[src/rtl/fetch_stage.sv]
// Instruction fetch stage: boots the PC from a memory vector, assembles two-word
// instructions, handles redirects and stalls, and vectors interrupts.
module fetch_stage #(
    parameter int WIDTH = 16
) (
    input  logic             clk,
    input  logic             rst,
    output logic [31:0]      imem_addr,
    input  logic [WIDTH-1:0] imem_data,
    input  logic             stall,
    input  logic             fetch_pc_enable,
    input  logic [1:0]       pc_sel,
    input  logic [31:0]      pc_jmp,
    input  logic [31:0]      mem_pc,
    input  logic             interrupt,
    output logic [WIDTH-1:0] instr_out,
    output logic [WIDTH-1:0] imm_out,
    output logic [31:0]      pc_out,
    output logic             valid_out,
    output logic             int_req,
    output logic [31:0]      int_pc
);

    typedef enum logic [2:0] {
        BOOT_LO = 3'd0,
        BOOT_HI = 3'd1,
        RUN     = 3'd2,
        IMM     = 3'd3,
        INT_LO  = 3'd4,
        INT_HI  = 3'd5
    } state_t;

    state_t           state_r;
    logic [31:0]      pc_r;
    logic [15:0]      half_r;
    logic [WIDTH-1:0] word_r;
    logic             int_pending_r;

    logic             redirect_s;
    logic [31:0]      target_s;
    logic [31:0]      pc_inc_s;
    logic             int_take_s;

    function automatic logic is_two_word(input logic [WIDTH-1:0] w);
        logic [4:0] op;
        op = w[WIDTH-1:WIDTH-5];
        case (op)
            5'b10100, 5'b10110, 5'b10111: return 1'b1;
            default:                      return 1'b0;
        endcase
    endfunction

    // Memory address: fixed vector words during boot/interrupt entry, PC otherwise.
    always_comb begin
        case (state_r)
            BOOT_LO: imem_addr = 32'd0;
            BOOT_HI: imem_addr = 32'd1;
            INT_LO:  imem_addr = 32'd2;
            INT_HI:  imem_addr = 32'd3;
            default: imem_addr = pc_r;
        endcase
    end

    // Redirect decode, sequential PC and interrupt-acceptance qualifiers.
    always_comb begin
        case (pc_sel)
            2'b01: begin
                redirect_s = fetch_pc_enable;
                target_s   = pc_jmp;
            end
            2'b10: begin
                redirect_s = fetch_pc_enable;
                target_s   = mem_pc;
            end
            default: begin
                redirect_s = 1'b0;
                target_s   = pc_r;
            end
        endcase
        pc_inc_s = pc_r + 32'd1;
        if (state_r == RUN) begin
            int_take_s = int_pending_r | interrupt;
        end else begin
            int_take_s = 1'b0;
        end
    end

    // Fetch FSM with registered IF/ID outputs; a request arriving this cycle is takeable now.
    always_ff @(posedge clk) begin
        if (rst) begin
            state_r       <= BOOT_LO;
            pc_r          <= 32'd0;
            half_r        <= 16'd0;
            word_r        <= '0;
            int_pending_r <= 1'b0;
            instr_out     <= '0;
            imm_out       <= '0;
            pc_out        <= 32'd0;
            valid_out     <= 1'b0;
            int_req       <= 1'b0;
            int_pc        <= 32'd0;
        end else begin
            int_req <= 1'b0;
            if (interrupt) begin
                int_pending_r <= 1'b1;
            end
            case (state_r)
                BOOT_LO, INT_LO: begin
                    half_r    <= imem_data[15:0];
                    instr_out <= '0;
                    imm_out   <= '0;
                    valid_out <= 1'b0;
                    state_r   <= (state_r == BOOT_LO) ? BOOT_HI : INT_HI;
                end
                BOOT_HI, INT_HI: begin
                    pc_r      <= {half_r, imem_data[15:0]};
                    instr_out <= '0;
                    imm_out   <= '0;
                    valid_out <= 1'b0;
                    state_r   <= RUN;
                end
                RUN, IMM: begin
                    if (stall) begin
                        state_r <= state_r;
                    end else if (redirect_s) begin
                        pc_r      <= target_s;
                        instr_out <= '0;
                        imm_out   <= '0;
                        valid_out <= 1'b0;
                        state_r   <= RUN;
                    end else if (!fetch_pc_enable) begin
                        instr_out <= '0;
                        imm_out   <= '0;
                        valid_out <= 1'b0;
                    end else if (int_take_s) begin
                        int_pc        <= pc_r;
                        int_req       <= 1'b1;
                        int_pending_r <= 1'b0;
                        instr_out     <= '0;
                        imm_out       <= '0;
                        valid_out     <= 1'b0;
                        state_r       <= INT_LO;
                    end else if (state_r == IMM) begin
                        instr_out <= word_r;
                        imm_out   <= imem_data;
                        pc_out    <= pc_inc_s;
                        valid_out <= 1'b1;
                        pc_r      <= pc_inc_s;
                        state_r   <= RUN;
                    end else if (is_two_word(imem_data)) begin
                        word_r    <= imem_data;
                        pc_r      <= pc_inc_s;
                        instr_out <= '0;
                        imm_out   <= '0;
                        valid_out <= 1'b0;
                        state_r   <= IMM;
                    end else begin
                        instr_out <= imem_data;
                        imm_out   <= '0;
                        pc_out    <= pc_inc_s;
                        valid_out <= 1'b1;
                        pc_r      <= pc_inc_s;
                    end
                end
                default: begin
                    state_r <= BOOT_LO;
                end
            endcase
        end
    end

endmodule

[config.mk]
export PLATFORM = sky130hd
export DESIGN_NAME = fetch_stage
export DESIGN_NICKNAME = d
export VERILOG_FILES = /design/src/rtl/fetch_stage.sv
export SDC_FILE = /design/constraint.sdc
export NUM_CORES = 1
export LEC_CHECK = 0
export CORE_UTILIZATION = 45
export DETAILED_ROUTE_END_ITERATION = 7
export PLACE_DENSITY = 0.84
export SYNTH_ARGS = -nofsm -noshare
export SYNTH_HDL_FRONTEND = slang
export SYNTH_SLANG_ARGS = --single-unit
[constraint.sdc]
create_clock -name clk -period 2.9 [get_ports clk]
set_clock_uncertainty 0.05 [all_clocks]
set_input_delay 0.58 -clock clk [delete_from_list [all_inputs] [get_ports clk]]
set_output_delay 0.58 -clock clk [all_outputs]
set_load 0.02 [all_outputs]
==> metrics.txt <==
syn_nets=1084; clk buf depth=2; Die ar.=18300 um^2; TritonCTS clock tree=done; slowest cell on the critical path=clkdlybuf4s50_1; commonest cells in the synthesized netlist=dfxtp_1, nand2_1, nor2_1, a21oi_1, clkbuf_1; initial antenna violation count=0; max_slew headroom=27.8%; count leader, synth=dfxtp_1; Initial Util=46.2%; Die Y=135 um; max-cap violation count=0; I/O pin total=217; final slew viol count=0; period utilisation layout=92.7%; ys flop type=dfxtp_1; # setup viols final=0; final hold vios=0; hold_ws=0.402 ns; vias in the first global route=7849; clock period minus worst slack=2.69 ns; Least-Margin Pin Slew=1.08 ns; M3 GR Usage=6.70%; unique cell type count in the Yosys netlist=56; Most Used Layer, Global Route=met2; global-route wire length before repair=41600 um; diode count=0; GRT Resource Usage Total=29.2%; DP Area=10700 um^2; synth top area cells=dfxtp_1, nand2_1, mux2i_1; Skew-Pair Late Insertion Delay=0.43 ns; Post-CTS Setup Inserts=0; switching pwr=2.70 mW; Syn Area/Cell=8.05 um^2; Post-Syn Area=8000 um^2; via count=8348; Routed Wire Length=26500 um; Synth Register Bits=166; ys async rst share=0%; area leader, netlist=dfxtp_1; worst min-delay path class=reg -> reg; crit-path cells=buf_4 > and2_1 > clkdlybuf4s50_1; GPL Wtd Cong=0.972; Syn Inst Count=994; Clk pwr share=31.1%; Worst setup EP type=primary output; Synth Area in Adders=0.469%; Net Sw Frac=34.8%; Iter 0 DRT Violations=820; Synth warnings=0; M2 GR Usage=47.0%; Buffers on Ports=216; multiplexer share of the synthesized area=6.54%; post-synth top area share=41.6%; M1 GR Usage=36.6%; number of synthesized flops with an enable pin=0; largest net degree at the start of global routing=50; post-CTS sizing=0; Finished Cell Area=11300 um^2; layout cells sized above 1=9.48%; Worst-path clk slew=0.06 ns; DRC viols=0; outcome=finished, final reports clean; largest family of logic cells by synthesized area=simple AND/OR/NAND/NOR gates; Critical Path RT=2.27 ns; Simple-Gate Fraction of Synth Area=22.6%; Int Power=5.05 mW; Setup crit start kind=flop; CTS Sinks=166; total CTS buffers=17; row count=48; Synth-to-Final Area Change=41.1%; htree depth=4; routed len/inst=18.5 um; Routed Antenna Nets=0; slowest stage delay, CP=0.60 ns; GRT overflow=0; hold_buf cts=0; Worst EP arrival=2.06 ns; area share of xor/xnor cells in the synthesized design=3.18%; final setup TNS=0 ns; Max VDD drop=0.000569 V; HPWL Detailed=18800 um; combinational power share=32.6%; die width=135 um; core area=17300 um^2; routed vias/inst=5.81; sequential element share of the synthesized area=41.6%; crit path kind=reg -> out; fin nets=1290; P per Cell Area=686 nW/um^2; fmax=372 MHz; P_leak=3.98 nW; RSZ-0062 raised after global routing=false; clk root buf=clkbuf_16; Synth Area in Compound Gates=20.4%; sequential share of power=36.3%; DRT Pass-1 Iters=6; Crit Path Max Fanout=16
==> power by group through the flow <==
| stage | clock network [mW] | registers [mW] | logic, mW |
|---|---|---|---|
| global route | 2.52 | 2.82 | 2.72 |
| detailed placement | 0 | 2.83 | 2.44 |
| CTS | 2.42 | 2.78 | 2.47 |
| floorplan | 0 | 2.72 | 1.54 |
| finish | 2.41 | 2.81 | 2.52 |
| global placement | 0 | 2.82 | 2.40 |
==> logic make-up after synthesis <==
group | count (synthesis)
multiplexers | 51
buffers and inverters | 106
adder cells (fa/ha/maj) | 3
AO/OA/AOI/OAI | 254
AND/OR/NAND/NOR | 385
flip-flops | 166
XOR/XNOR | 29
==> cells in the final DEF, fill, tap and decap left out, drive strengths merged, types with 6 or more instances in the layout <==
cell,synthesis,routed
a21oi,80,80
xor2,7,7
a211oi,35,35
clkdlybuf4s50,0,215
nor2,102,102
a22oi,35,35
o21ai,51,51
mux2i,41,41
dfxtp,166,166
nor3,15,15
mux2,10,10
nand2b,6,6
nand2,154,154
clkbuf,71,23
o2bb2ai,10,10
o32ai,11,11
nor4,15,15
nand4,9,9
buf,17,60
xnor2,22,22
nand3,18,18
and3,7,7
inv,18,18
and2,35,35
==> state kept, by name (all words and copies together) (netlist names) <==
| signal | count |
|---|---|
| pc_out | 32 |
| instr_out | 16 |
| word_r | 16 |
| state_r | 3 |
| imm_out | 16 |
| half_r | 16 |
| pc_r | 32 |
| valid_out | 1 |
| int_pc | 32 |
| int_pending_r | 1 |
| int_req | 1 |
==> stage by stage <==
stage | total power [mW] | instances | worst slack, ns | util (%)
final | 7.74 | 1438 | 0.211 | 65.2
after CTS | 7.68 | 1438 | 0.0110 | 65.2
after detailed placement | 5.28 | 1406 | 0.0284 | 61.6
after global placement | 5.22 | 1406 | 0.0976 | 61.6
after global routing | 8.07 | 1438 | 0.173 | 65.2
after floorplan | 4.26 | 994 | 0.404 | -
==> worst paths after layout <==
| path | from | to | slack (ns) | depth (start not counted) |
|---|---|---|---|---|
| min | word_r[13] | word_r[13] | 0.40 | 2 |
| min reg2reg | word_r[13] | word_r[13] | 0.40 | 2 |
| max | state_r[1] | imem_addr[22] | 0.21 | 3 |
| max reg2reg | pc_r[1] | pc_r[22] | 0.28 | 6 |
==> layer usage <==
metal / share of wire [%] / vias to the layer above
met2: 46 / 492
met1: 40 / 3881
met3: 9.6 / 72
met5: 0 / -
met4: 3.8 / 0
li1: - / 3903
==> critical path: cells and delay by family (launching register included) <==
family,cells,cell delay [ns]
AND/OR/NAND/NOR,1,0.17
buffers and inverters,2,0.87
flip-flops,1,0.58
==> layout make-up <==
cell class	count	area, um^2
Clock buffer	23	478
Clock inverter	9	148
Fill cell	1412	6020
Inverter	18	67.6
Multi-Input combinational cell	722	4280
Sequential cell	166	3320
Tap cell	225	282
Timing Repair Buffer	275	2700
No activity file was read; power rests on OpenSTA's default activity.
